[src/rtl/shot_clock_ctrl.sv]
// Shot-clock sequencer: run/pause/expire FSM, half-second prescaler, BCD
// countdown and post-expiry LED flash / buzzer sequence.
module shot_clock_ctrl #(
   parameter int HALF_SEC_CYCLES = 25000000,
   parameter int FULL_SEC        = 24,
   parameter int SHORT_SEC       = 14,
   parameter int FLASH_TOGGLES   = 6
) (
   input  logic       clk,
   input  logic       rst,
   input  logic       start_pulse,
   input  logic       pause_pulse,
   input  logic       reload_full,
   input  logic       reload_short,
   output logic [3:0] code1,
   output logic [3:0] code0,
   output logic       running,
   output logic       expired,
   output logic       led,
   output logic       buzzer
);

   localparam int PW = (HALF_SEC_CYCLES > 2) ? $clog2(HALF_SEC_CYCLES) : 1;
   localparam logic [PW-1:0] PRE_TOP    = PW'(HALF_SEC_CYCLES - 1);
   localparam logic [3:0]    FULL_TENS  = 4'(FULL_SEC / 10);
   localparam logic [3:0]    FULL_UNITS = 4'(FULL_SEC % 10);
   localparam logic [3:0]    SHORT_TENS  = 4'(SHORT_SEC / 10);
   localparam logic [3:0]    SHORT_UNITS = 4'(SHORT_SEC % 10);
   localparam logic [3:0]    FLASH_LAST = 4'(FLASH_TOGGLES);

   typedef enum logic [1:0] {
      IDLE    = 2'd0,
      RUN     = 2'd1,
      PAUSE   = 2'd2,
      EXPIRED = 2'd3
   } state_t;

   state_t          state, state_n;
   logic [PW-1:0]   pre_cnt, pre_cnt_n;
   logic            half_phase, half_phase_n;
   logic [3:0]      code1_n, code0_n;
   logic [3:0]      flash_cnt, flash_cnt_n;
   logic            led_n, buzzer_n;
   logic            counting, half_tick, sec_tick, reload;

   // NOTE: every variable gets its default first so no path leaves it unassigned (no latches).
   always_comb begin
      state_n      = state;
      pre_cnt_n    = pre_cnt;
      half_phase_n = half_phase;
      code1_n      = code1;
      code0_n      = code0;
      flash_cnt_n  = flash_cnt;
      led_n        = led;
      buzzer_n     = buzzer;

      counting  = (state == RUN) || (state == EXPIRED);
      half_tick = counting && (pre_cnt == PRE_TOP);
      sec_tick  = half_tick && half_phase;
      reload    = reload_full || reload_short;

      if (counting) begin
         if (half_tick) begin
            pre_cnt_n    = '0;
            half_phase_n = ~half_phase;
         end else begin
            pre_cnt_n = pre_cnt + PW'(1);
         end
      end

      case (state)
         IDLE: begin
            if (start_pulse) begin
               state_n      = RUN;
               pre_cnt_n    = '0;
               half_phase_n = 1'b0;
            end
         end
         PAUSE: begin
            if (start_pulse) state_n = RUN;
         end
         RUN: begin
            if (pause_pulse) begin
               state_n = PAUSE;
            end else if (sec_tick) begin
               if (code0 != 4'd0) begin
                  code0_n = code0 - 4'd1;
               end else if (code1 != 4'd0) begin
                  code1_n = code1 - 4'd1;
                  code0_n = 4'd9;
               end
               if (code1 == 4'd0 && code0 == 4'd1) begin
                  state_n     = EXPIRED;
                  buzzer_n    = 1'b1;
                  flash_cnt_n = 4'd0;
               end
            end
         end
         EXPIRED: begin
            if (flash_cnt == FLASH_LAST) begin
               led_n    = 1'b1;
               buzzer_n = 1'b0;
            end else if (half_tick) begin
               led_n       = ~led;
               flash_cnt_n = flash_cnt + 4'd1;
            end
         end
         default: state_n = IDLE;
      endcase

      // A reload outranks pause/start and any decrement in the same cycle.
      if (reload) begin
         code1_n      = reload_full ? FULL_TENS  : SHORT_TENS;
         code0_n      = reload_full ? FULL_UNITS : SHORT_UNITS;
         pre_cnt_n    = '0;
         half_phase_n = 1'b0;
         if (state == EXPIRED) begin
            state_n     = IDLE;
            flash_cnt_n = 4'd0;
            buzzer_n    = 1'b0;
         end else begin
            state_n = state;
         end
      end

      if (state_n != EXPIRED) led_n = 1'b1;
   end

   // NOTE: sequential state uses non-blocking assignments so all flops update together.
   always_ff @(posedge clk) begin
      if (rst) begin
         state      <= IDLE;
         pre_cnt    <= '0;
         half_phase <= 1'b0;
         code1      <= FULL_TENS;
         code0      <= FULL_UNITS;
         flash_cnt  <= 4'd0;
         led        <= 1'b1;
         buzzer     <= 1'b0;
         running    <= 1'b0;
         expired    <= 1'b0;
      end else begin
         state      <= state_n;
         pre_cnt    <= pre_cnt_n;
         half_phase <= half_phase_n;
         code1      <= code1_n;
         code0      <= code0_n;
         flash_cnt  <= flash_cnt_n;
         led        <= led_n;
         buzzer     <= buzzer_n;
         running    <= (state_n == RUN);
         expired    <= (state_n == EXPIRED);
      end
   end

endmodule

[config.mk]
export PLATFORM = sky130hd
export DESIGN_NAME = shot_clock_ctrl
export DESIGN_NICKNAME = d
export VERILOG_FILES = /design/src/rtl/shot_clock_ctrl.sv
export SDC_FILE = /design/constraint.sdc
export NUM_CORES = 1
export LEC_CHECK = 0
export CAP_MARGIN = 20
export CORE_MARGIN = 3
export CORE_UTILIZATION = 64
export CTS_BUF_LIST = sky130_fd_sc_hd__clkbuf_4 sky130_fd_sc_hd__clkbuf_8
export DETAILED_ROUTE_END_ITERATION = 10
export GPL_ROUTABILITY_DRIVEN = 0
export GPL_TIMING_DRIVEN = 0
export PLACE_DENSITY_LB_ADDON = 0.1
export SYNTH_ARGS = -nofsm -noshare
export SYNTH_HDL_FRONTEND = slang
export SYNTH_SLANG_ARGS = --single-unit
export TNS_END_PERCENT = 5
[constraint.sdc]
create_clock -name clk -period 5.6 [get_ports clk]
set_clock_uncertainty 0.2 [all_clocks]
set_input_delay 0.84 -clock clk [delete_from_list [all_inputs] [get_ports clk]]
set_output_delay 0.84 -clock clk [all_outputs]
set_load 0.05 [all_outputs]
==> results of run 1 <==
-- sequential cells by signal, summed over array words and instances, names as in the netlist --
signal and flops:
flash_cnt 4, expired 1, pre_cnt 25, code0 4, running 1, code1 4, state 2, half_phase 1
buzzer 1, led 1
-- cell usage after synthesis, types with 4 or more instances --
master | count | area share
xor2_1 | 17 | 0.069
nand2_1 | 20 | 0.035
and3_1 | 6 | 0.017
clkbuf_1 | 6 | 0.010
o21ai_0 | 6 | 0.014
and4_1 | 4 | 0.016
nand3_1 | 14 | 0.032
dfxtp_1 | 44 | 0.41
nor2_1 | 40 | 0.069
nor3_1 | 5 | 0.012
ha_1 | 6 | 0.035
inv_1 | 7 | 0.012
xnor2_1 | 7 | 0.028
a21oi_1 | 13 | 0.030
nand4_1 | 12 | 0.035
-- cells by family after synthesis --
group	Yosys count	synth area share
DFF	44	0.406
adders and majority gates	6	0.0346
buffers and inverters	17	0.0305
AOI/OAI and AO/OA	36	0.111
xor gates and xnor gates	24	0.0968
muxes	1	0.00461
and+or+nand+nor	129	0.317
-- worst max-delay path, delay by kind of cell (launching register included) --
kind	cells	cell delay, ns
xor gates and xnor gates	1	0.16
adders and majority gates	2	0.46
DFF	1	0.46
and+or+nand+nor	8	1.83
buffers and inverters	1	0.17
-- power groups by stage --
| stage | combinational (mW) | clock, mW | sequential (mW) |
|---|---|---|---|
| final | 0.0286 | 0.202 | 0.316 |
| after detailed placement | 0.0283 | 0 | 0.323 |
| after floorplan | 0.0132 | 0 | 0.327 |
| after global routing | 0.0311 | 0.217 | 0.317 |
| after global placement | 0.0277 | 0 | 0.323 |
| after CTS | 0.0284 | 0.202 | 0.316 |
-- path summary, 6_finish.rpt --
path / start / slack [ns] / to / cells after the start
min: led / 0.29 / led / 1
min reg2reg: led / 0.29 / led / 1
max: pre_cnt[0] / 2.21 / code1[3] / 12
max reg2reg: pre_cnt[0] / 2.21 / code1[3] / 12
-- cell type report --
| class | instances | area (um2) |
|---|---|---|
| sequential | 44 | 881 |
| clock buffer | 6 | 45.0 |
| tap | 44 | 55.1 |
| timing repair buffer | 17 | 170 |
| inverter | 8 | 30.0 |
| multi-input combinational | 196 | 1220 |
| buffer | 9 | 36.3 |
| fill | 231 | 676 |
| clock inverter | 2 | 35.0 |
-- per-stage QoR --
step	utilization	power, mW	setup WS [ns]
2_1_floorplan	-	0.340	2.66
5_1_grt	0.786	0.565	1.94
4_1_cts	0.786	0.547	2.22
3_3_place_gp	0.760	0.351	2.27
6_report	0.786	0.546	2.21
3_5_place_dp	0.760	0.351	2.25
-- metal layers --
metal	up-vias	GRT usage	wire (um)
li1	953	-	-
met1	897	0.346	2230
met2	43	0.375	2110
met3	8	0.0422	226
met4	0	0.103	80
met5	-	0	0
==> flow_summary.ini, run 1 <==
[place]
dp.cells = 318
hpwlAfterDp_um = 3180
port_buffers = 17
place_area_mm2 = 0.00240

[route]
viasPerCell = 5.83
wirelength_um = 4650
route.vias.total = 1901
final_antenna_net_count = 0
drc = 0
post_drt_wl_per_cell_um = 14.3
firstDrtPassIters = 4
drt_iter0_drc = 179

[finish]
diodes = 0
final_layout_size_suffix_gt1_frac = 0.0709
nets = 293
mostFrequentLayoutCells = 44 x dfxtp_1, 40 x nor2_1, 20 x nand2_1, 17 x xor2_1, 17 x clkdlybuf4s50_1
stdcell_count = 326
stdcell_area_mm2 = 0.00248
syn2layout_area_growth_pct = 14.1
final_common_cell = dfxtp_1

[critical_path]
worstPathArrival_ns = 3.43
cp_slowest_cell = dfxtp_1
critPathMaxStageDelay_ns = 0.46
cp.required_ns = 5.64
critical_path_class = reg -> reg
critPathMaxFanout = 7
critPathLaunchType = register
critical_path.cell_chain = ha_1 -> nor4bb_1 -> nand4_1 -> or2_1 -> buf_2 -> nor2_1 -> ha_1 -> and4bb_2 -> nand4b_1 -> nor4_1 -> xnor2_1 -> nor2_1
endpoint_kind = register

[clocking]
clk_latency_ns = 0.36
htreeDepth = 2
clkTransAtPathRegs_ns = 0.12
clk_path_buf_depth = 2
cts_tree = built
cts-resized-gates = 0
cts_buffers = 5
cts_hold_repair.buffers = 0
postCtsSetupBuffers = 0
root_buffer = clkbuf_4
clock-sinks = 44

[sta]
worst_hold_slack_ns = 0.293
worstMarginPinSlew_ns = 0.735
rsz0062_at_grt = no
post-route-period-util = 0.606
drv_slew = 0
clock.fmax_mhz = 295
final.min_clock_period_ns = 3.39
setup_tns_ns = 0
setup_viol = 0
hold_viol = 0
maxSlewHeadroom = 0.506

[pwr]
vdd_drop_max_mv = 0.212
pwr-share-comb = 0.052
power_density_mw_per_mm2 = 221
p_leak_nw = 0.830
clkPwrFrac = 0.369
seq_power_share = 0.579
p_sw_frac = 0.225
internal_power_uw = 424
power_switching_uw = 123

[floorplanning]
dieArea_mm2 = 0.00413
rows = 20
core-area_mm2 = 0.00315
die_y_um = 64.3
die_w_um = 64.3
ioPinCount = 18
start_util = 0.689

[status]
status = finished clean

[logic_synthesis]
seq_area_frac_synth = 0.406
syn-mean-instance-area_um2 = 8.45
syn_nets = 269
synth.ff_latch_count = 44
synthCells = 257
synth_area_mm2 = 0.00217
synth-edff-count = 0
synthFlopType = dfxtp_1
async_flop_share = 0
yosysUniqueCellTypes = 49
synth_warnings = 0

[global_routing]
grt_max_degree = 14
grt_pass1_vias = 1751
gr-total-overflow = 0
grt_pass1_wl_um = 8060
antenna_found_initial = 0
grtUsageTotal = 0.247

[job]
maxCapViolCount = 0

[hold_path]
hp-class = reg -> reg
Note: power is estimated with default switching activity, not from simulation.
==> inputs of run 2 (changes only) <==
--- a/config.mk
+++ b/config.mk
@@ -7,7 +7,7 @@
 export LEC_CHECK = 0
 export CAP_MARGIN = 20
 export CORE_MARGIN = 3
-export CORE_UTILIZATION = 64
+export CORE_UTILIZATION = 60
 export CTS_BUF_LIST = sky130_fd_sc_hd__clkbuf_4 sky130_fd_sc_hd__clkbuf_8
 export DETAILED_ROUTE_END_ITERATION = 10
 export GPL_ROUTABILITY_DRIVEN = 0
==> constraint.sdc (replaced) <==
create_clock -name clk -period 3.2 [get_ports clk]
set_clock_uncertainty 0.2 [all_clocks]
set_input_delay 0.48 -clock clk [delete_from_list [all_inputs] [get_ports clk]]
set_output_delay 0.48 -clock clk [all_outputs]
set_load 0.05 [all_outputs]
==> flow_summary.ini, run 2 (synthesis results as in run 1) <==
[floorplanning]
core-area_mm2 = 0.00342
die_y_um = 66.2
dieArea_mm2 = 0.00438
start_util = 0.636
die_w_um = 66.2
ioPinCount = 18
rows = 21

[route]
route.vias.total = 1869
final_antenna_net_count = 0
drc = 0
viasPerCell = 5.61
wirelength_um = 4380
drt_iter0_drc = 77
post_drt_wl_per_cell_um = 13.2
firstDrtPassIters = 4

[status]
status = finished clean

[pwr]
power_switching_uw = 204
vdd_drop_max_mv = 0.273
pwr-share-comb = 0.055
p_sw_frac = 0.228
seq_power_share = 0.615
clkPwrFrac = 0.330
p_leak_nw = 0.843
power_density_mw_per_mm2 = 353
internal_power_uw = 693

[clocking]
root_buffer = clkbuf_4
clk_path_buf_depth = 2
htreeDepth = 2
clock-sinks = 44
clkTransAtPathRegs_ns = 0.12
cts_tree = built
cts_buffers = 5
clk_latency_ns = 0.36

[finish]
mostFrequentLayoutCells = 40 x dfxtp_1, 39 x nor2_1, 20 x nand2_1, 17 x xor2_1, 17 x clkdlybuf4s50_1
final_layout_size_suffix_gt1_frac = 0.118
diodes = 0
stdcell_count = 333
nets = 298
largest_reg_flops = 25
fin_util = 0.745
seqCellArea_um2 = 891
multi_input_area_mm2 = 0.00125
top_register = pre_cnt
final_common_cell = dfxtp_1
fill_cells = 266
syn2layout_area_growth_pct = 17.1

[hold_path]
hp-class = reg -> reg

[sta]
hold_viol = 0
worstMarginPinSlew_ns = 0.764
maxSlewHeadroom = 0.486
post-route-period-util = 0.956
drv_slew = 0
clock.fmax_mhz = 327
final.min_clock_period_ns = 3.06
setup_viol = 0

[critical_path]
critPathMaxFanout = 7
path_delay_family = simple AND/OR/NAND/NOR gates
critPathLaunchType = register
critical_path.cell_chain = ha_4 -> nor4bb_2 -> nand4_1 -> or2_1 -> buf_2 -> nor2_2 -> ha_2 -> and4bb_2 -> nand4b_1 -> buf_4 -> xnor2_1 -> o21a_1
cp_slowest_cell = dfxtp_4
cp_num_buf_inv = 2
worstPathArrival_ns = 3.14
critical_path_class = reg -> reg
endpoint_kind = register
critPathMaxStageDelay_ns = 0.42
cp.required_ns = 3.27

[global_routing]
grt_max_degree = 13
grtUsageTotal = 0.225
antenna_found_initial = 0
grt_pass1_vias = 1796
grt_pass1_wl_um = 7730
gr-total-overflow = 0

[place]
dp.cells = 320
port_buffers = 17
hpwlAfterDp_um = 3060

[job]
maxCapViolCount = 0
[run 2: changes by cell type in the layout (fill, tap and decap cells not counted), moves of 2 or more]
cell | previous run | this run
dfxtp_4 | 0 | 2
dfxtp_1 | 44 | 40
dfxtp_2 | 0 | 2
ha_1 | 6 | 4
buf_4 | 0 | 5
[run 2: what timing repair did]
item	in CTS	in global routing
gates resized for setup	3	10
hold buffers	0	0
buffers inserted	3	2
setup endpoints to repair	3	5
cloned	0	0
pin swaps	2	2
[run 2: cell type report]
cell class / instances / area share
Buffer: 9 / 0.0143
Tap cell: 46 / 0.0226
Multi-Input combinational cell: 196 / 0.493
Timing Repair Buffer: 22 / 0.0817
Clock buffer: 8 / 0.0261
Sequential cell: 44 / 0.350
Inverter: 8 / 0.0118
[run 2: final timing paths]
kind / slack, ns / cells after the start / end / start
max: 0.14 / 12 / code1[0] / pre_cnt[0]
min: 0.29 / 1 / led / led
max reg2reg: 0.14 / 12 / code1[0] / pre_cnt[0]
min reg2reg: 0.29 / 1 / led / led
[run 2: per-stage QoR]
stage	setup TNS (ns)	area, um2	total power [mW]	worst slack [ns]	hold slack (ns)
2_1_floorplan	0	2170	0.595	0.265	0.268
3_3_place_gp	-0.239	2400	0.613	-0.149	0.262
3_5_place_dp	-0.289	2400	0.614	-0.184	0.272
4_1_cts	0	2500	0.902	0.0531	0.294
5_1_grt	-0.167	2540	0.935	-0.0539	0.314
6_report	0	2540	0.897	0.139	0.287
[run 2: per-layer routing]
metal  vias up  global-route usage  part of all wire
met5         -                   0                 0
met4         0              0.0964             0.018
met3         8              0.0697             0.040
met2        31               0.383              0.47
met1       864               0.256              0.47
li1        966                   -                 -
[run 2: power groups by stage]
stage	logic, mW	clock network, mW	registers, mW
after detailed placement	0.0484	0	0.565
after floorplan	0.0232	0	0.572
after global routing	0.0547	0.328	0.552
after CTS	0.0489	0.300	0.553
final	0.0493	0.296	0.552
after global placement	0.0480	0	0.565
[run 2: worst reg2reg max path: stages (launching register included)]
cell      delay [ns]
dfxtp_4         0.42
ha_4            0.16
nor4bb_2        0.28
nand4_1         0.15
or2_1           0.22
buf_2           0.17
nor2_2          0.10
ha_2            0.20
and4bb_2        0.29
nand4b_1        0.27
buf_4           0.24
xnor2_1         0.12
o21a_1          0.16
==> inputs of run 3 (changes only) <==
--- a/config.mk
+++ b/config.mk
@@ -13,6 +13,7 @@
 export GPL_ROUTABILITY_DRIVEN = 0
 export GPL_TIMING_DRIVEN = 0
 export PLACE_DENSITY_LB_ADDON = 0.1
+export SETUP_SLACK_MARGIN = 0.3
 export SYNTH_ARGS = -nofsm -noshare
 export SYNTH_HDL_FRONTEND = slang
 export SYNTH_SLANG_ARGS = --single-unit
==> flow_summary.ini, run 3 (synthesis results as in run 1) <==
[place]
place_area_mm2 = 0.00241
dp.cells = 320
port_buffers = 17
hpwlAfterDp_um = 3070
dp_slack_ns = -0.173

[finish]
mostFrequentLayoutCells = 39 x nor2_1, 36 x dfxtp_1, 20 x nand2_1, 17 x xor2_1, 17 x clkdlybuf4s50_1
diodes = 0
nets = 308
fin_util = 0.779
final_layout_size_suffix_gt1_frac = 0.162
stdcell_count = 342
largest_reg_flops = 25
fill_cells = 256
final_common_cell = nor2_1
syn2layout_area_growth_pct = 22.5
top_register = pre_cnt
stdcell_area_mm2 = 0.00266

[global_routing]
grt_max_degree = 13
gr-total-overflow = 0
grt_pass1_vias = 1918
grtUsageTotal = 0.236
grt_pass1_wl_um = 8020
antenna_found_initial = 0

[critical_path]
critPathMaxFanout = 5
critPathLaunchType = register
cp.required_ns = 3.28
critical_path_class = reg -> reg
worstPathArrival_ns = 2.91
endpoint_kind = register

[floorplanning]
rows = 21
dieArea_mm2 = 0.00438
die_w_um = 66.2
die_y_um = 66.2
ioPinCount = 18
core-area_mm2 = 0.00342
start_util = 0.636

[pwr]
vdd_drop_max_mv = 0.249
power_uw = 905
power_switching_uw = 214
p_leak_nw = 0.899
power_density_mw_per_mm2 = 340
pwr-share-comb = 0.055
seq_power_share = 0.609
internal_power_uw = 691
p_sw_frac = 0.236
clkPwrFrac = 0.336

[sta]
setup_ws_ns = 0.370
hold_viol = 0
setup_tns_ns = 0
rsz0062_at_grt = yes
final.min_clock_period_ns = 2.83
worstMarginPinSlew_ns = 0.778
worst_hold_slack_ns = 0.274
drv_slew = 0
post-route-period-util = 0.884
setup_viol = 0
clock.fmax_mhz = 353
maxSlewHeadroom = 0.477

[route]
viasPerCell = 5.75
route.vias.total = 1966
final_antenna_net_count = 0
wirelength_um = 4630
drc = 0
post_drt_wl_per_cell_um = 13.5
firstDrtPassIters = 4
drt_iter0_drc = 113

[job]
maxCapViolCount = 0

[clocking]
root_buffer = clkbuf_4
clk_latency_ns = 0.37
htreeDepth = 2
cts_tree = built
cts_buffers = 5
clk_path_buf_depth = 2
clock-sinks = 44
cts_hold_repair.buffers = 0
clkTransAtPathRegs_ns = 0.12

[hold_path]
hp-class = reg -> reg

[status]
status = finished clean
[run 3: repair_timing]
item / CTS / global route
gates resized for setup: 12 / 11
setup buffers: 9 / 6
setup endpoints to repair: 11 / 10
pin swaps: 4 / 7
[run 3: routing by layer]
layer  part of all wire  vias up  global-route usage
li1                   -      988                   -
met1               0.44      910               0.262
met2               0.49       52               0.404
met3              0.033       16              0.0544
met4              0.035        0               0.145
met5                  0        -                   0
[run 3: power by group through the flow]
stage | sequential [mW] | combinational [mW] | clock (mW)
after detailed placement | 0.566 | 0.0487 | 0
after global placement | 0.566 | 0.0484 | 0
final | 0.551 | 0.0499 | 0.304
after global routing | 0.551 | 0.0549 | 0.333
after floorplan | 0.572 | 0.0232 | 0
after CTS | 0.551 | 0.0493 | 0.308
[run 3: final cells by class]
type	count	area, um2	area share
multi-input combinational	196	1280	0.483
sequential	44	898	0.338
timing repair buffer	32	283	0.106
clock buffer	7	65.1	0.0244
tap	46	57.6	0.0216
buffer	9	42.5	0.0160
inverter	8	30.0	0.0113
[run 3: worst paths after layout]
kind	startpoint	to	slack, ns	depth (start not counted)
max	pre_cnt[1]	code1[0]	0.37	12
min	led	led	0.27	1
max reg2reg	pre_cnt[1]	code1[0]	0.37	12
min reg2reg	led	led	0.27	1
[run 3: worst max-delay path, stage by stage (launching register included)]
cell      delay (ns)
dfxtp_4         0.38
ha_4            0.15
nor4bb_4        0.18
nand4_1         0.17
or2_1           0.29
buf_6           0.14
nor2_4          0.09
ha_4            0.15
and4bb_2        0.25
nand4b_1        0.22
buf_4           0.22
xnor2_1         0.12
o21a_1          0.18
